**config.mk**
```make
export PLATFORM = sky130hd
export DESIGN_NAME = mpi_tx_rendezvous_ctrl
export DESIGN_NICKNAME = d
export VERILOG_FILES = /design/src/rtl/mpi_tx_rendezvous_ctrl.sv
export SDC_FILE = /design/constraint.sdc
export NUM_CORES = 1
export LEC_CHECK = 0
export ABC_AREA = 1
export BUFFER_PORTS_ARGS = -buffer_cell sky130_fd_sc_hd__clkbuf_2
export CELL_PAD_IN_SITES_DETAIL_PLACEMENT = 1
export CELL_PAD_IN_SITES_GLOBAL_PLACEMENT = 2
export CORE_MARGIN = 1
export CORE_UTILIZATION = 28
export DETAILED_ROUTE_END_ITERATION = 8
export GPL_ROUTABILITY_DRIVEN = 0
export PLACE_DENSITY = 0.84
export SLEW_MARGIN = 20
export SYNTH_ARGS = -nofsm -noshare
export SYNTH_HDL_FRONTEND = slang
export SYNTH_SLANG_ARGS = --single-unit
```
**constraint.sdc**
```tcl
create_clock -name aclk -period 3.2 [get_ports aclk]
set_clock_uncertainty 0.15 [all_clocks]
set_input_delay 0.64 -clock aclk [delete_from_list [all_inputs] [get_ports aclk]]
set_output_delay 0.64 -clock aclk [all_outputs]
set_load 0.1 [all_outputs]
```
**src/rtl/mpi_tx_rendezvous_ctrl.sv**
```systemverilog
// Send-side MPI rendezvous sequencer: SYNC_ENV -> CLR2SND -> DATA -> DONE.
// Optional wait-state timeout enabled by defining MPI_TX_TIMEOUT_EN.
module mpi_tx_rendezvous_ctrl #(
    parameter logic [47:0] FPGA_MAC                 = 48'hfa163e55ca02,
    parameter logic [7:0]  C_SYNC_ENV_PACKET        = 8'd1,
    parameter logic [7:0]  C_CLR2SND_PACKET         = 8'd2,
    parameter logic [7:0]  C_DATA_PACKET            = 8'd3,
    parameter logic [7:0]  C_DATA_TRANSMISSION_DONE = 8'd4
`ifdef MPI_TX_TIMEOUT_EN
    ,
    parameter int unsigned TIMEOUT_CYCLES           = 1000000
`endif
) (
    input  logic        aclk,
    input  logic        aresetn,
    input  logic        req_valid,
    output logic        req_ready,
    input  logic [47:0] req_dst_mac,
    input  logic [15:0] req_dst_rank,
    input  logic [7:0]  req_src_rank,
    input  logic [15:0] req_size,
    input  logic [7:0]  req_tag,
    input  logic [63:0] s_data_DATA,
    input  logic [7:0]  s_data_KEEP,
    input  logic        s_data_LAST,
    input  logic        s_data_VALID,
    output logic        s_data_READY,
    output logic [63:0] stream_out_DATA,
    output logic [7:0]  stream_out_KEEP,
    output logic        stream_out_LAST,
    output logic        stream_out_VALID,
    input  logic        stream_out_READY,
    input  logic [63:0] stream_in_DATA,
    input  logic [7:0]  stream_in_KEEP,
    input  logic        stream_in_LAST,
    input  logic        stream_in_VALID,
    output logic        stream_in_READY,
    output logic        done,
    output logic        busy,
    output logic        error
);

    typedef enum logic [3:0] {
        IDLE, E_ETH0, E_ETH1, E_HDR, E_PAD, W_CTS,
        D_ETH0, D_ETH1, D_HDR, D_PAY, W_DONE
    } state_t;

    state_t      state;
    logic        rdy_q, busy_q, done_q, err_q;
    logic [47:0] mac_q;
    logic [15:0] drank_q;
    logic [7:0]  srank_q;
    logic [15:0] size_q;
    logic [7:0]  tag_q;
    logic [15:0] beats_q;
    logic [15:0] rem_q;
    logic [1:0]  rx_idx;
    logic        rx_mac_ok;

    function automatic logic [63:0] rev64(input logic [63:0] d);
        logic [63:0] r;
        for (int i = 0; i < 8; i++) r[8*i +: 8] = d[8*(7-i) +: 8];
        return r;
    endfunction

    logic [63:0] eth0, eth1, hdr_env, hdr_dat, rx_rev;
    logic [15:0] len_dat;
    logic [7:0]  keep_fin, exp_type;
    logic        last_pay, tx_fire, in_w, hit, unused_ok;

    assign eth0     = rev64({mac_q, FPGA_MAC[47:32]});
    assign eth1     = rev64({FPGA_MAC[31:0], 16'h7400, drank_q[7:0], 8'h00});
    assign len_dat  = {size_q[13:0], 2'b00};
    assign hdr_env  = {8'd1, tag_q, size_q, C_SYNC_ENV_PACKET, srank_q, drank_q};
    assign hdr_dat  = {8'd1, tag_q, len_dat, C_DATA_PACKET, srank_q, drank_q};
    assign last_pay = (rem_q == 16'd1);
    assign keep_fin = size_q[0] ? 8'h0f : 8'hff;
    assign tx_fire  = stream_out_VALID && stream_out_READY;

    // RX sniffer: beat0 carries our MAC, beat2 the MPI header
    assign rx_rev   = rev64(stream_in_DATA);
    assign in_w     = (state == W_CTS) || (state == W_DONE);
    assign exp_type = (state == W_DONE) ? C_DATA_TRANSMISSION_DONE
                                        : C_CLR2SND_PACKET;
    assign hit = stream_in_VALID && in_w && (rx_idx == 2'd2) && rx_mac_ok
              && (stream_in_DATA[31:24] == exp_type)
              && (stream_in_DATA[23:16] == drank_q[7:0])
              && (stream_in_DATA[15:0] == {8'h00, srank_q});

    assign stream_in_READY = 1'b1;
    assign req_ready       = rdy_q;
    assign busy            = busy_q;
    assign done            = done_q;
    assign error           = err_q;
    assign unused_ok       = ^{stream_in_KEEP, rx_rev[15:0]};

    always_comb begin
        stream_out_DATA  = '0;
        stream_out_KEEP  = '0;
        stream_out_LAST  = 1'b0;
        stream_out_VALID = 1'b0;
        s_data_READY     = 1'b0;
        unique case (state)
            E_ETH0, D_ETH0: begin
                stream_out_VALID = 1'b1;
                stream_out_DATA  = eth0;
                stream_out_KEEP  = 8'hff;
            end
            E_ETH1, D_ETH1: begin
                stream_out_VALID = 1'b1;
                stream_out_DATA  = eth1;
                stream_out_KEEP  = 8'hff;
            end
            E_HDR: begin
                stream_out_VALID = 1'b1;
                stream_out_DATA  = hdr_env;
                stream_out_KEEP  = 8'hff;
            end
            E_PAD: begin
                stream_out_VALID = 1'b1;
                stream_out_KEEP  = 8'hff;
                stream_out_LAST  = 1'b1;
            end
            D_HDR: begin
                stream_out_VALID = 1'b1;
                stream_out_DATA  = hdr_dat;
                stream_out_KEEP  = 8'hff;
                stream_out_LAST  = (beats_q == 16'd0);
            end
            D_PAY: begin
                stream_out_VALID = s_data_VALID;
                s_data_READY     = stream_out_READY;
                stream_out_DATA  = s_data_DATA;
                stream_out_LAST  = last_pay;
                stream_out_KEEP  = last_pay ? (s_data_KEEP & keep_fin)
                                            : s_data_KEEP;
            end
            default: ;
        endcase
    end

    always_ff @(posedge aclk or negedge aresetn) begin
        if (!aresetn) begin
            rx_idx    <= 2'd0;
            rx_mac_ok <= 1'b0;
        end else if (stream_in_VALID) begin
            if (rx_idx == 2'd0)
                rx_mac_ok <= (rx_rev[63:16] == FPGA_MAC);
            if (stream_in_LAST)
                rx_idx <= 2'd0;
            else if (rx_idx != 2'd3)
                rx_idx <= rx_idx + 2'd1;
        end
    end

`ifdef MPI_TX_TIMEOUT_EN
    logic [31:0] tmo_q;
`endif

    always_ff @(posedge aclk or negedge aresetn) begin
        if (!aresetn) begin
            state   <= IDLE;
            rdy_q   <= 1'b0;
            busy_q  <= 1'b0;
            done_q  <= 1'b0;
            err_q   <= 1'b0;
            mac_q   <= '0;
            drank_q <= '0;
            srank_q <= '0;
            size_q  <= '0;
            tag_q   <= '0;
            beats_q <= '0;
            rem_q   <= '0;
`ifdef MPI_TX_TIMEOUT_EN
            tmo_q   <= '0;
`endif
        end else begin
            done_q <= 1'b0;
            unique case (state)
                IDLE: begin
                    rdy_q <= 1'b1;
                    if (req_valid && rdy_q) begin
                        mac_q   <= req_dst_mac;
                        drank_q <= req_dst_rank;
                        srank_q <= req_src_rank;
                        size_q  <= req_size;
                        tag_q   <= req_tag;
                        beats_q <= {1'b0, req_size[15:1]}
                                 + {15'd0, req_size[0]};
                        err_q   <= 1'b0;
                        rdy_q   <= 1'b0;
                        busy_q  <= 1'b1;
                        state   <= E_ETH0;
                    end
                end
                E_ETH0: if (tx_fire) state <= E_ETH1;
                E_ETH1: if (tx_fire) state <= E_HDR;
                E_HDR:  if (tx_fire) state <= E_PAD;
                E_PAD:  if (tx_fire) state <= W_CTS;
                W_CTS:  if (hit) state <= D_ETH0;
                D_ETH0: if (tx_fire) state <= D_ETH1;
                D_ETH1: if (tx_fire) state <= D_HDR;
                D_HDR: if (tx_fire) begin
                    rem_q <= beats_q;
                    state <= (beats_q == 16'd0) ? W_DONE : D_PAY;
                end
                // kernel LAST must coincide with our final beat
                D_PAY: if (tx_fire) begin
                    if (s_data_LAST != last_pay) err_q <= 1'b1;
                    if (last_pay) state <= W_DONE;
                    else rem_q <= rem_q - 16'd1;
                end
                W_DONE: if (hit) begin
                    state  <= IDLE;
                    done_q <= 1'b1;
                    busy_q <= 1'b0;
                    rdy_q  <= 1'b1;
                end
                default: state <= IDLE;
            endcase
`ifdef MPI_TX_TIMEOUT_EN
            if (in_w && !hit) begin
                if (tmo_q == 32'(TIMEOUT_CYCLES - 1)) begin
                    err_q  <= 1'b1;
                    state  <= IDLE;
                    busy_q <= 1'b0;
                    rdy_q  <= 1'b1;
                    tmo_q  <= '0;
                end else begin
                    tmo_q <= tmo_q + 32'd1;
                end
            end else begin
                tmo_q <= '0;
            end
`endif
        end
    end

endmodule

```
==> impl_metrics.ini, run 1 <==
[synth]
synth_seq_cells = 139
synth-simple-area-share = 0.248
synth_area_mm2 = 0.00811
syn_nets = 1370
synth-seq-area-share = 0.429
postSynthCellCount = 1115
synth_top_family_by_area = simple AND/OR/NAND/NOR gates
synth_xor_xnor_area_share = 0.00973
avgSynthCellArea_um2 = 7.27
yosys-top-cells-area = dfrtp_1 43%, nand2_1 15%, inv_1 7.6%, o21ai_0 6.7%, o221ai_1 3.9%
synth_top_area_cell = dfrtp_1
ys.flop_type = dfrtp_1
synth_compound_area_frac = 0.188
synth_edf_count = 0
yosysUniqueCellTypes = 47
synthAdderAreaFrac = 0.0108
synthArstFlopShare = 1.00
yosysWarnings = 0
synthMuxAreaShare = 0.00123
synthDominantCellAreaShare = 0.429

[place]
dp_cells = 1762
hpwlAfterDp_um = 25200
post-place-ws_ns = 0.342
port_buffers = 302
dpl_cell_area_mm2 = 0.0112

[clocking]
tritoncts = done
htreeDepth = 4
clkTransAtPathRegs_ns = 0.07
clk_latency_ns = 0.43
cts_made_buffers = 17
root_buffer = clkbuf_16
clock-sinks = 139
max-clock-path-buffers = 2

[floorplan]
initial_utilization = 0.288
die_width_um = 172
die-area_mm2 = 0.0296
fp.coreArea_mm2 = 0.0282
num_rows = 61
die_h_um = 172
io_pins = 328

[grt]
grt_pass1_vias = 9028
grt_pass1_wl_um = 50000
grt.met1_usage = 0.279
grt-busiest-layer = met2
grt_antenna_before_repair = 5
grt_overflow = 0
grt_max_degree = 115
grtUsageMet3 = 0.0506
track_usage = 0.223
met2_usage = 0.371

[route]
dr.pass1.iters = 4
drc_errors = 0
via_per_inst = 4.83
vias = 8716
first_iter_violations = 367
wl_per_cell_um = 18.0
ant_nets = 0
routed_wl_um = 32500

[min_path]
min_path_cells = 3
hold_start = req_dst_mac[16]
holdPathEnd = mac_q[16]
hp-class = in -> reg

[sta]
period_share = 0.976
rsz0062_at_grt = true
hold_viol_final = 0
report.final.setup_viol = 0
finalSetupTns_ns = 0
final_max_slew_viol_count = 0
setup_ws_ns = 0.0772
post-route-min-period_ns = 3.12
max_freq_ghz = 0.320
worst_pin_slew_ns = 0.554
relSlewSlack = 0.631

[critical_path]
worstSetupEndpointType = output port
reg2reg_depth = 6
arrival_ns = 2.33
slowest_delay_ns = 0.47
worstSetupPathType = reg -> out
required_ns = 2.41
crit_buf_inv = 3
r2r-start = state[1]
slowest_stage = dfrtp_2
regToRegSetupSlack_ns = 0.85
crit_family = compound AO/OA/AOI/OAI gates
path_max_fanout = 10
crit_chain = inv_2 > nor2_2 > nand2_1 > buf_4 > nor2_1 > a221oi_1 > o21ai_1 > buf_12
r2r-end = beats_q[8]
start_kind = flop

[cells_and_area]
finalNonFillerCells = 1804
fin_nets = 1660
syn2layout_area_growth_pct = 46.7
layout_common_cells = 332 x nand2_1, 237 x clkbuf_2, 162 x inv_1, 137 x dfrtp_1, 99 x o21ai_0
final_layout_size_suffix_gt1_frac = 0.307
finalInstanceArea_mm2 = 0.0119
final_common_cell = nand2_1

[status]
status = completed

[flow_run]
cap_violations = 0
## cell usage after synthesis, drive strengths merged, types with 2 or more instances
| library cell | instances |
|---|---|
| nor4 | 4 |
| nor3 | 11 |
| buf | 32 |
| o31ai | 2 |
| dfrtp | 139 |
| nand2 | 337 |
| nor2 | 84 |
| o21a | 2 |
| o221ai | 36 |
| o21bai | 2 |
| nand3 | 31 |
| nand3b | 2 |
| o21ai | 141 |
| xor2 | 8 |
| o211ai | 9 |
| nand4 | 15 |
| o2111ai | 7 |
| clkbuf | 18 |
| a221oi | 7 |
| ha | 7 |
| inv | 174 |
| a21oi | 32 |
| a22oi | 5 |
## worst min-delay path, delay by kind of cell
family          cells  cell delay [ns]
buf+inv             1             0.07
simple gates        1             0.04
compound gates      1             0.05
## flip-flops by register name, indices dropped and copies added, names as in the netlist
signal     cells
beats_q       16
busy           1
done           1
rx_idx         2
mac_q         48
rx_mac_ok      1
srank_q        8
drank_q       16
state          4
rem_q         16
req_ready      1
tag_q          8
size_q        16
error          1
## logic make-up after synthesis
family                     Yosys count
other                                1
AOI/OAI and AO/OA                  247
DFF                                139
buffers and inverters              225
adders and majority gates            7
muxes                                1
xor gates and xnor gates             9
and+or+nand+nor                    486
## how the worst max path moves through the flow
| stage | startpoint | to | slack [ns] | cells past startpoint |
|---|---|---|---|---|
| floorplan | state[2] | stream_out_DATA[30] | -0.69 | 6 |
| global placement | state[3] | stream_out_DATA[4] | 0.36 | 8 |
| detailed placement | state[3] | stream_out_DATA[4] | 0.34 | 8 |
| CTS | state[3] | stream_out_DATA[43] | 0.007 | 8 |
| global route | rem_q[1] | stream_out_KEEP[4] | -0.002 | 8 |
| finish | state[3] | stream_out_DATA[39] | 0.08 | 8 |
## area by class of cell
type	count	area (um2)
Antenna cell	8	20.0
Clock buffer	18	439
Clock inverter	14	181
Fill cell	3454	16300
Inverter	175	657
Multi-Input combinational cell	751	4000
Sequential cell	139	3480
Tap cell	378	473
Timing Repair Buffer	321	2640
## metrics by stage
stage,hold WS [ns],util
floorplan,0.194,-
global placement,0.307,0.397
detailed placement,0.308,0.397
CTS,0.243,0.421
global route,0.259,0.422
finish,0.262,0.422
## layer usage
metal,routed length (um),vias to the layer above
li1,-,4208
met1,13900,4252
met2,16100,214
met3,1540,42
met4,938,0
met5,0,-
## repair_timing
| action | 4_1_cts | 5_1_grt |
|---|---|---|
| setup endpoints to repair | 27 | 17 |
| hold endpoints to repair | 37 | 0 |
| buffers inserted | 1 | 0 |
| hold buffers | 1 | 0 |
| pin swaps | 1 | 0 |
| resized for setup | 3 | 12 |
Power of run 1 is left out: the tool's default activity adds up to more than one toggle a clock period on the data nets, which glitch-free logic cannot reach.
==> run 2, diff against run 1 <==
- RECOVER_POWER: not set -> 100
==> impl_metrics.ini, run 2 (synthesized netlist as in run 1, its figures left out) <==
[route]
routed-wl-met3_um = 1590
via_per_inst = 4.83
drc_errors = 0
dr.pass1.iters = 4
first_iter_violations = 402
topRoutingLayerUsed = met4
ant_nets = 0
wl_per_cell_um = 18.1
vias = 8708
routed_wl_um = 32600
drt-met1-wl_um = 14000
wl_met2_um = 16200

[critical_path]
required_ns = 2.41
worstSetupPathType = reg -> out
reg2reg_depth = 6
startpoint = state[3]
worstSetupEndpointType = output port
slowest_stage = dfrtp_2
start_kind = flop
r2r-start = state[1]
slowest_delay_ns = 0.46
path_max_fanout = 10
crit_chain = inv_2 > nor2_2 > nand2_1 > buf_4 > nor2_1 > a221oi_1 > o21ai_1 > buf_12
crit_buf_inv = 3
arrival_ns = 2.30
regToRegSetupSlack_ns = 0.47
worstSetupPathDepth = 8
cp-endpoint = stream_out_DATA[39]
crit_family = compound AO/OA/AOI/OAI gates
r2r-end = tag_q[6]

[grt]
grt_max_degree = 115
grt_antenna_before_repair = 5
grt_pass1_wl_um = 50000
grt_pass1_vias = 9028
grt_overflow = 0
track_usage = 0.223

[cells_and_area]
final_common_cell = nand2_1
largest_register = mac_q
syn2layout_area_growth_pct = 46.0
fill_cells = 3460
largest_reg_flops = 48
layout_common_cells = 333 x nand2_1, 234 x clkbuf_2, 163 x inv_1, 137 x dfrtp_1, 111 x o21ai_0
final_layout_size_suffix_gt1_frac = 0.298
fin_nets = 1660

[status]
status = finished with violations
violations = max-capacitance violations, max-slew violations

[sta]
period_share = 0.965
post-route-min-period_ns = 3.09
max_freq_ghz = 0.324
report.final.setup_viol = 0
finalSetupTns_ns = 0
final_max_slew_viol_count = 39
relSlewSlack = -0.221
rsz0062_at_grt = true
hold_viol_final = 0
worst_pin_slew_ns = 1.83

[clocking]
max-clock-path-buffers = 2
htreeDepth = 4
clkTransAtPathRegs_ns = 0.07
tritoncts = done
clk_latency_ns = 0.43
clock-sinks = 139
cts_made_buffers = 17
root_buffer = clkbuf_16

[place]
port_buffers = 302
hpwlAfterDp_um = 25200

[floorplan]
die_h_um = 172
die_width_um = 172
num_rows = 61
die-area_mm2 = 0.0296
fp.coreArea_mm2 = 0.0282
io_pins = 328
initial_utilization = 0.288

[flow_run]
cap_violations = 1

[min_path]
hp-class = in -> reg
run 2: per-stage QoR:
step | util | instance area [um2] | cells | hold WS, ns | worst slack [ns]
floorplan | - | 8350 | 1115 | 0.194 | -0.693
global placement | 0.397 | 11200 | 1762 | 0.307 | 0.361
detailed placement | 0.397 | 11200 | 1762 | 0.308 | 0.342
CTS | 0.421 | 11800 | 1796 | 0.243 | 0.00695
global route | 0.420 | 11800 | 1801 | 0.259 | -0.00196
finish | 0.420 | 11800 | 1804 | 0.258 | 0.112
run 2: worst min-delay path by stage:
stage                     from    endpoint  slack, ns  cells after the start
6_report       req_dst_mac[16]   mac_q[16]       0.26                      3
5_1_grt         req_dst_mac[2]    mac_q[2]       0.26                      3
4_1_cts        req_dst_mac[16]   mac_q[16]       0.24                      3
3_5_place_dp          mac_q[7]    mac_q[7]       0.31                      2
3_3_place_gp          mac_q[2]    mac_q[2]       0.31                      2
2_1_floorplan          aresetn  beats_q[0]       0.19                      0
run 2: final cells by class:
cell class,count,area [um2],share of cell area
Inverter,175,657,0.0555
Timing Repair Buffer,321,2610,0.221
Multi-Input combinational cell,751,3970,0.335
Tap cell,378,473,0.0400
Clock inverter,14,181,0.0153
Clock buffer,18,439,0.0371
Sequential cell,139,3480,0.294
Antenna cell,8,20.0,0.00169
run 2: tightest hold or removal path, cell delays in order:
cell	delay, ns
clkbuf_2	0.07
nand2_1	0.04
o21ai_0	0.05
run 2: layer usage:
metal | up-vias | track usage
li1 | 4206 | -
met1 | 4257 | 0.279
met2 | 209 | 0.371
met3 | 36 | 0.0506
met4 | 0 | 0.0877
met5 | - | 0
run 2: timing repair:
item / in CTS / in global routing
setup endpoints to repair: 27 / 17
pin swaps: 1 / 0
endpoints found under the hold margin: 37 / 0
hold buffers: 1 / 0
gates resized for setup: 3 / 12
buffers inserted: 1 / 0
Power of run 2 is left out for the same reason.
